==> src/rtl/sched_pkg.sv <==
// Shared types, default constants and the set-bit search helper for task_scheduler.
package sched_pkg;

  localparam int unsigned SCHED_CLOCK_HZ       = 50_000_000;
  localparam int unsigned SCHED_TICK_DIV       = SCHED_CLOCK_HZ / 2;
  localparam int unsigned SCHED_TIMEOUT_CYCLES = 1024;
  localparam int unsigned SCHED_MAX_TASKS      = 8;

  typedef enum logic [1:0] {
    WAIT_TICK = 2'd0,
    START     = 2'd1,
    WAIT_DONE = 2'd2,
    NEXT      = 2'd3
  } sched_state_t;

  typedef struct packed {
    logic       found;
    logic [2:0] idx;
  } bit_search_t;

  // Lowest set bit of mask at index >= from; found=0 when there is none.
  function automatic bit_search_t next_set_bit(input logic [SCHED_MAX_TASKS-1:0] mask,
                                               input logic [3:0] from);
    bit_search_t res;
    res = '0;
    for (int i = SCHED_MAX_TASKS - 1; i >= 0; i--) begin
      if (mask[i] && (4'(i) >= from)) begin
        res.found = 1'b1;
        res.idx   = 3'(i);
      end
    end
    return res;
  endfunction

endpackage

==> src/rtl/task_scheduler_tick.sv <==
// tick_prescaler: idle-interval counter; fires a one-cycle tick at DIV-1 while enabled.
module tick_prescaler
  import sched_pkg::*;
#(
  parameter int unsigned DIV = SCHED_TICK_DIV
) (
  input  logic clk,
  input  logic rst,
  input  logic i_en,
  input  logic i_clr,
  output logic o_tick
);

  localparam int unsigned CNT_W = (DIV > 1) ? $clog2(DIV) : 1;

  logic [CNT_W-1:0] r_cnt;
  logic             w_wrap;

  assign w_wrap = (r_cnt == CNT_W'(DIV - 1));
  assign o_tick = i_en && w_wrap;

  // Count while enabled, wrap on tick, restart when the round completes.
  always_ff @(posedge clk or posedge rst) begin
    if (rst) begin
      r_cnt <= '0;
    end else if (i_clr) begin
      r_cnt <= '0;
    end else if (i_en) begin
      r_cnt <= w_wrap ? '0 : r_cnt + CNT_W'(1);
    end
  end

endmodule

==> src/rtl/task_scheduler.sv <==
// task_scheduler: periodic round sequencer over NUM_TASKS slots with heartbeat LED.
// Optional per-task watchdog enabled by defining SCHED_WATCHDOG_EN.
module task_scheduler
  import sched_pkg::*;
#(
  parameter  int unsigned CLOCK_HZ       = SCHED_CLOCK_HZ,
  parameter  int unsigned TICK_DIV       = CLOCK_HZ / 2,
  parameter  int unsigned NUM_TASKS      = 4,
  parameter  int unsigned TIMEOUT_CYCLES = SCHED_TIMEOUT_CYCLES,
  localparam int unsigned CUR_W          = (NUM_TASKS > 1) ? $clog2(NUM_TASKS) : 1
) (
  input  logic                 clk,
  input  logic                 rst,
  input  logic                 enable,
  input  logic [NUM_TASKS-1:0] task_mask,
  input  logic [NUM_TASKS-1:0] task_done,
  output logic [NUM_TASKS-1:0] task_start,
  output logic [CUR_W-1:0]     cur_task,
  output logic                 busy,
  output logic                 led,
  output logic                 timeout_err
);

  // Reject unsupported configurations at elaboration.
  if ((TICK_DIV < 2) || (NUM_TASKS < 1) || (NUM_TASKS > SCHED_MAX_TASKS) ||
      (TIMEOUT_CYCLES < 2) || (CLOCK_HZ == 0)) begin : g_bad_params
    $error("task_scheduler: unsupported parameter combination");
  end

  sched_state_t         r_state, w_state_nxt;
  logic [NUM_TASKS-1:0] r_mask, w_mask_nxt;
  logic [CUR_W-1:0]     r_cur, w_cur_nxt;
  logic [NUM_TASKS-1:0] r_start, w_start_nxt;
  logic                 r_led, w_led_nxt;
  logic                 r_busy, w_busy_nxt;
  logic                 w_round_done;
  logic                 w_tick;
  logic                 w_done_sel;
  logic                 w_wd_timeout;
  bit_search_t          w_srch_tick, w_srch_next;

  assign w_done_sel  = task_done[r_cur];
  assign w_srch_tick = next_set_bit(SCHED_MAX_TASKS'(task_mask), 4'd0);
  assign w_srch_next = next_set_bit(SCHED_MAX_TASKS'(r_mask), 4'(r_cur) + 4'd1);

  tick_prescaler #(
    .DIV (TICK_DIV)
  ) u_tick (
    .clk    (clk),
    .rst    (rst),
    .i_en   (enable && (r_state == WAIT_TICK)),
    .i_clr  (w_round_done),
    .o_tick (w_tick)
  );

  // Next-state and next-output decode.
  always_comb begin
    w_state_nxt  = r_state;
    w_mask_nxt   = r_mask;
    w_cur_nxt    = r_cur;
    w_led_nxt    = r_led;
    w_round_done = 1'b0;
    case (r_state)
      WAIT_TICK: begin
        if (w_tick) begin
          w_mask_nxt = task_mask;
          if (w_srch_tick.found) begin
            w_cur_nxt   = CUR_W'(w_srch_tick.idx);
            w_state_nxt = START;
          end else begin
            w_state_nxt = NEXT;
          end
        end
      end
      START: w_state_nxt = WAIT_DONE;
      WAIT_DONE: begin
        if (w_done_sel || w_wd_timeout) w_state_nxt = NEXT;
      end
      NEXT: begin
        if (w_srch_next.found) begin
          w_cur_nxt   = CUR_W'(w_srch_next.idx);
          w_state_nxt = START;
        end else begin
          w_led_nxt    = ~r_led;
          w_round_done = 1'b1;
          w_state_nxt  = WAIT_TICK;
        end
      end
      default: w_state_nxt = WAIT_TICK;
    endcase
    w_start_nxt = (w_state_nxt == START) ? (NUM_TASKS'(1) << w_cur_nxt) : '0;
    w_busy_nxt  = (w_state_nxt != WAIT_TICK);
  end

  // State and registered outputs.
  always_ff @(posedge clk or posedge rst) begin
    if (rst) begin
      r_state <= WAIT_TICK;
      r_mask  <= '0;
      r_cur   <= '0;
      r_start <= '0;
      r_led   <= 1'b0;
      r_busy  <= 1'b0;
    end else begin
      r_state <= w_state_nxt;
      r_mask  <= w_mask_nxt;
      r_cur   <= w_cur_nxt;
      r_start <= w_start_nxt;
      r_led   <= w_led_nxt;
      r_busy  <= w_busy_nxt;
    end
  end

`ifdef SCHED_WATCHDOG_EN
  localparam int unsigned WD_W = $clog2(TIMEOUT_CYCLES);

  logic [WD_W-1:0] r_wd_cnt;
  logic            r_timeout_err;

  assign w_wd_timeout = (r_wd_cnt == WD_W'(TIMEOUT_CYCLES - 1));
  assign timeout_err  = r_timeout_err;

  // Cycles spent waiting on the current slot; cleared on its start.
  always_ff @(posedge clk or posedge rst) begin
    if (rst) begin
      r_wd_cnt <= '0;
    end else if (r_state == START) begin
      r_wd_cnt <= '0;
    end else if (r_state == WAIT_DONE) begin
      r_wd_cnt <= r_wd_cnt + WD_W'(1);
    end
  end

  // Sticky error; a done arriving on the expiry cycle takes precedence.
  always_ff @(posedge clk or posedge rst) begin
    if (rst) begin
      r_timeout_err <= 1'b0;
    end else if ((r_state == WAIT_DONE) && w_wd_timeout && !w_done_sel) begin
      r_timeout_err <= 1'b1;
    end
  end
`else
  assign w_wd_timeout = 1'b0;
  assign timeout_err  = 1'b0;
`endif

  assign task_start = r_start;
  assign cur_task   = r_cur;
  assign busy       = r_busy;
  assign led        = r_led;

endmodule

==> config.mk <==
export PLATFORM = sky130hd
export DESIGN_NAME = task_scheduler
export DESIGN_NICKNAME = d
export VERILOG_FILES = /design/src/rtl/sched_pkg.sv /design/src/rtl/task_scheduler_tick.sv /design/src/rtl/task_scheduler.sv
export SDC_FILE = /design/constraint.sdc
export NUM_CORES = 1
export LEC_CHECK = 0
export CAP_MARGIN = 10
export CORE_MARGIN = 4
export CORE_UTILIZATION = 48
export CTS_BUF_LIST = sky130_fd_sc_hd__clkbuf_4 sky130_fd_sc_hd__clkbuf_8 sky130_fd_sc_hd__clkbuf_16
export CTS_CLUSTER_DIAMETER = 120
export DETAILED_ROUTE_END_ITERATION = 6
export PLACE_DENSITY = 0.78
export SETUP_SLACK_MARGIN = 0.15
export SLEW_MARGIN = 5
export SYNTH_ARGS = -nofsm -noshare
export SYNTH_HDL_FRONTEND = slang
export SYNTH_SLANG_ARGS = --single-unit
==> constraint.sdc <==
create_clock -name clk -period 2.42 [get_ports clk]
set_clock_uncertainty 0.15 [all_clocks]
set_input_delay 0.242 -clock clk [delete_from_list [all_inputs] [get_ports clk]]
set_output_delay 0.242 -clock clk [all_outputs]
set_load 0.005 [all_outputs]
* After elaboration in Yosys (flattened, before gate mapping) *
Cells that the tools add are included.

storage, ports and cells
  register bits after elaboration = 39
  bits in latches = 0
  RAM bits = 0
  ROM bits = 0
  output and inout bits = 9
  word-level logic and storage cells = 58
  memories kept = 0

operators by class
  add/sub/neg operators = 2
  multipliers = 0
  div/mod/pow operators = 0
  $lt $le $gt $ge = 5
  equality and inequality tests = 5
  shift-type cells = 1
  mux-type cells = 25
  bitwise logic cells = 2
  reduce and logical (&&, ||, !) cells = 11

operators by type and width
  kind                                                                  number
  25-bit 2-to-1 mux                                                     3
  4-bit 2-to-1 mux                                                      9
  25-bit by 1-bit adder with 25-bit output, second input constant       1
  25-bit == test, second input constant                                 1
  2-bit 2-to-1 mux                                                      6
  2-bit one-hot mux with 4 select lines                                 1
  1-bit by 3-bit >= comparator with 1-bit output, first input constant  2
  2-bit by 3-bit >= comparator with 1-bit output, first input constant  2
  1-bit logical AND                                                     6
  2-bit by 1-bit == test with 1-bit output, second input constant       2
  2-bit == test, second input constant                                  2
  1-bit 2-to-1 mux                                                      4
  2-bit one-hot mux with 2 select lines                                 1
  2-bit AND reduction                                                   2
  2-bit nonzero test                                                    2
  1-bit by 2-bit left shift with 4-bit output, first input constant     1
  2-bit by 1-bit adder with 3-bit output, second input constant         1
  2-bit by 3-bit < comparator with 1-bit output, second input constant  1
  1-bit binary-select mux with 2-bit select                             1
  2-bit zero test                                                       1
  1-bit inverter                                                        2

* Longest topological paths before layout *
Gate-level depths: netlist (run 1).

  depth in word-level cells = 11
  mapped depth = 8

* Hierarchy *
A second synthesis (run 1) with hierarchy kept.

unflattened totals
  cells, all modules = 258
  area, all modules = 2,348.5 sq um

modules (own cells, without submodules)
  module          instances  cells each  area each (sq um)  seq. area each (sq um)
  tick_prescaler  1          187         1,604.0            625.6
  task_scheduler  1          71          744.5              325.3

* Least setup slack after synthesis (run 1) *
OpenSTA, ideal clock, no wires.

  kind = flip-flop to flip-flop
  start = register u_tick.r_cnt[15]
  end = register r_start[3] (netlist: task_start[3])
  library setup time = 0.068 ns
  arrival time = 1.992 ns
  required time = 2.202 ns
  path slack = 0.211 ns
  stages on the path, launching flop included = 8
  buffers on the path = 1
  period minus slack after synthesis = 2.209 ns
  cells stage by stage = dfrtp_1 or4_4 nor3_4 and4_1 buf_6 mux2i_1 o21a_1 and4_1

on the way
  word-level cells in the longest chain between the ends = 6
  elaborated cells on any way between the ends = 9

RTL lines
  item                                                                                                     line                       source
  from (decl)                                                                                              task_scheduler_tick.sv:16  logic [CNT_W-1:0] r_cnt;
  from (signal assigned)                                                                                   task_scheduler_tick.sv:29  r_cnt <= w_wrap ? '0 : r_cnt + CNT_W'(1);
  25-bit == test (*)                                                                                       task_scheduler_tick.sv:19  assign w_wrap = (r_cnt == CNT_W'(DIV - 1));
  1-bit logical AND (*)                                                                                    task_scheduler_tick.sv:20  assign o_tick = i_en && w_wrap;
  2-bit 2-to-1 mux                                                                                         task_scheduler.sv:65       if (w_tick) begin
  2-bit one-hot mux with 4 select lines or 2-bit one-hot mux with 2 select lines (tied branches)           task_scheduler.sv:63       case (r_state)
  2-bit by 1-bit == test with 1-bit output or 1-bit by 2-bit left shift with 4-bit output (tied branches)  task_scheduler.sv:91       w_start_nxt = (w_state_nxt == START) ? (NUM_TASKS'(1) << w_cur_nxt) : '0;
  4-bit 2-to-1 mux (*)                                                                                     task_scheduler.sv:91
  via w_start_nxt[3]                                                                                       task_scheduler.sv:33       logic [NUM_TASKS-1:0] r_start, w_start_nxt;
  to (signal assigned)                                                                                     task_scheduler.sv:108      r_start <= w_start_nxt;
  to (decl)                                                                                                task_scheduler.sv:33

Mark *: on every way through the listed nets, which the timed path passes. The rest lies on a longest branch.
A chain may end at the register's enable or synchronous reset.

* Final worst setup path (run 1) *
  start = register u_tick.r_cnt[9]
  end = register r_start[3] (netlist: task_start[3])

on the way
  word-level cells in the longest chain between the ends = 6
  elaborated cells on any way between the ends = 9

RTL lines
  item                                         line                       source
  25-bit == test                               task_scheduler_tick.sv:19
  1-bit logical AND                            task_scheduler_tick.sv:20
  2-bit 2-to-1 mux                             task_scheduler.sv:65
  2-bit one-hot mux with 2 select lines        task_scheduler.sv:63
  via w_cur_nxt[1]                             task_scheduler.sv:32       logic [CUR_W-1:0] r_cur, w_cur_nxt;
  1-bit by 2-bit left shift with 4-bit output  task_scheduler.sv:91
  4-bit 2-to-1 mux                             task_scheduler.sv:91
  via w_start_nxt[3]                           task_scheduler.sv:33

The timed path passes the listed nets, and every way through them passes these cells.

==> impl_metrics.csv, run 1 <==
group,metric,value,unit
place,io_buffers,18,
routing,detail_route.first_pass.iterations,4,
power_and_ir_drop,peakVddDrop,0.000357,V
logic_synthesis,synth_top_area_frac,0.426,
routing,vias_per_cell,5.76,
routing,wl_per_cell,15.2,um
floorplan,ios,20,
cts,cts_hold_buf,0,
cts,htreeDepth,2,
place,gp_congestion,0.848,
logic_synthesis,synth.cell_area,2230,um2
timing,period_needed,2.24,ns
timing,timing.fmax,0.447,GHz
logic_synthesis,postSynthAreaPerCell,9.37,um2
logic_synthesis,synth_warnings,0,
logic_synthesis,synthTopCellsByArea,"dfrtp_1 43%, nor2_1 4.2%, nand2_1 4.0%, xnor2_1 3.1%, xor2_1 3.1%",
layout,drive_above_1_share,0.174,
min_path,hold_class,"in -> async",
setup_path,r2r-end,"task_start[3]",
timing,drv_slew,0,
floorplan,core_area,4410,um2
global_routing,grt_antenna_before_repair,0,
floorplan,std_cell_rows,24,
routing,drc,0,
logic_synthesis,synth_top_area_cell,"dfrtp_1",
setup_path,reg2reg_depth,6,
global_routing,grt_pass1_wl,8240,um
routing,vias,1854,
power_and_ir_drop,powerDensity,758,nW/um2
setup_path,critPathRequiredTime,2.50,ns
logic_synthesis,synthCells,238,
logic_synthesis,netlist_top_cells_count,"38 x dfrtp_1, 25 x nor2_1, 24 x nand2_1, 11 x nor3_1, 10 x nand4_1",
place,dpl_worst_slack,0.109,ns
global_routing,grt-ovfl-total,0,
cts,cts_buffer_depth,2,
floorplan,die_y,76.2,um
timing,tns,0,ns
layout,nets,285,
layout,fin_area,2700,um2
cts,clock-sinks,38,
setup_path,critPathCaptureType,"register",
routing,postRouteWirelength,4900,um
cts,cts-buffers-inserted,5,
setup_path,r2r-start,"u_tick.r_cnt[9]",
setup_path,critical_path_class,"reg -> reg",
outcome,status,"complete, no violations",
logic_synthesis,yosysSeqAreaShare,0.426,
layout,nFillCells,372,
floorplan,dieArea,5800,um2
logic_synthesis,synth_nets,254,
global_routing,grt_pass1_vias,1754,
layout,num_antenna_cells,0,
cts,clk-insertion-delay-late,0.29,ns
floorplan,dieWidth,76.2,um
global_routing,grt_max_degree,39,
global_routing,grt_usage,0.172,
setup_path,regToRegSetupSlack,0.18,ns
timing,post-route-period-util,0.924,
logic_synthesis,ys_seq_elements,38,
flow_run,max_cap_viol_count,0,
logic_synthesis,synthFlopType,"dfrtp_1",
timing,setup_viol,0,
logic_synthesis,ys_types,49,
layout,area_growth,21.2,%
cts,cts_tree,"yes",
routing,antenna_left,0,
cts,root_buffer,"clkbuf_8",
logic_synthesis,synth.most_common_cell,"dfrtp_1",
logic_synthesis,synthArstFlopShare,1.00,
timing,timing.final.ws_setup,0.183,ns
routing,dr.first_iter.drc_count,96,
timing,rsz0062_at_grt,"true",
setup_path,critPathArrivalTime,2.32,ns
timing,finalHoldViolCount,0,
setup_path,cp-start-kind,"register",
place,dp.final_hpwl,3500,um
setup_path,cp_max_fo,5,
cts,cts.clk_slew.worst_paths,0.07,ns
floorplan,initial_core_util,0.505,
place,dpl_cell_area,2530,um2
power_and_ir_drop,p_leak,1.16,nW
logic_synthesis,synth_edf_count,0,
==> routing by layer <==
metal	routed length, um	GRT usage	vias up
met1	2300	0.230	908
li1	-	-	909
met4	65	0.0472	0
met3	176	0.0426	8
met2	2350	0.279	29
met5	0	0	-
==> repair_timing <==
action	in CTS	in global routing
hold endpoints to repair	0	0
resized for setup	3	12
endpoints found under the setup margin	4	20
cloned	0	0
pin swaps	0	4
buffers inserted	0	2
==> how the worst max path moves through the flow <==
stage,start,endpoint,slack [ns],depth (start not counted)
after floorplan,u_tick.r_cnt[15],task_start[3],0.21,7
after global placement,u_tick.r_cnt[9],task_start[3],0.17,6
after detailed placement,u_tick.r_cnt[9],task_start[3],0.11,6
after CTS,u_tick.r_cnt[9],task_start[3],0.17,6
after global routing,u_tick.r_cnt[9],task_start[3],0.06,6
final,u_tick.r_cnt[9],task_start[3],0.18,6
==> area by class of cell <==
class,count,area (um2),share of cell area
clock buffer,7,90.1,0.0333
clock inverter,1,5.00,0.00185
sequential,38,951,0.352
multi-input combinational,182,1250,0.464
tap,52,65.1,0.0241
inverter,9,33.8,0.0125
timing repair buffer,33,305,0.113
==> worst max-delay path: stages (launching register included) <==
cell      delay [ns]
dfrtp_1         0.40
or4_4           0.53
nor3_4          0.17
and4_4          0.31
a211oi_1        0.11
nor3_4          0.28
and4_1          0.22
==> power by group <==
| group | internal (mW) | switching [mW] | total (mW) | leakage (nW) |
|---|---|---|---|---|
| combinational | 0.355 | 0.474 | 0.830 | 0.587 |
| sequential | 0.703 | 0.0552 | 0.758 | 0.519 |
| clock | 0.241 | 0.221 | 0.462 | 0.0517 |
==> layout by cell type (no fill, tap or decap), drive strengths merged, types with 8 or more instances in the layout <==
cell and count:
nand2 24, nand4 10, dfrtp 38, xnor2 8, buf 15, o21ai 13, inv 9, clkdlybuf4s50 18
xor2 8, nor2 25, nor3 13
==> cells by family (layout without fill, tap and decap cells) <==
family	count (synthesis)	count (layout)	synth area share
AND/OR/NAND/NOR	122	122	0.312
flip-flops	38	38	0.426
AO/OA/AOI/OAI	36	36	0.116
buffers and inverters	18	50	0.0387
XOR/XNOR	16	16	0.0628
adder cells (fa/ha/maj)	5	5	0.0280
multiplexers	2	2	0.0146
other	1	1	0.00168
==> registers in the layout, indices dropped and copies added, names as in the netlist <==
signal	flops
busy	1
r_state	2
r_mask	3
u_tick.r_cnt	25
led	1
cur_task	2
task_start	4
==> stage by stage <==
stage | cells | power, mW | utilization | hold WS [ns]
finish | 322 | 2.05 | 0.613 | 0.211
global route | 322 | 2.20 | 0.613 | 0.249
CTS | 320 | 2.02 | 0.597 | 0.220
detailed placement | 312 | 1.56 | 0.574 | 0.308
global placement | 312 | 1.53 | 0.574 | 0.306
floorplan | 238 | 1.28 | - | 0.205
Note: power is estimated with default switching activity, not from simulation.
==> inputs of run 2 (changes only) <==
--- a/config.mk
+++ b/config.mk
@@ -11,6 +11,7 @@
 export CTS_BUF_LIST = sky130_fd_sc_hd__clkbuf_4 sky130_fd_sc_hd__clkbuf_8 sky130_fd_sc_hd__clkbuf_16
 export CTS_CLUSTER_DIAMETER = 120
 export DETAILED_ROUTE_END_ITERATION = 6
+export HOLD_SLACK_MARGIN = 0.06
 export PLACE_DENSITY = 0.78
 export SETUP_SLACK_MARGIN = 0.15
 export SLEW_MARGIN = 5
==> results of run 2 <==
Same layout as run 1: the final DEF is identical, and so are final timing and power.
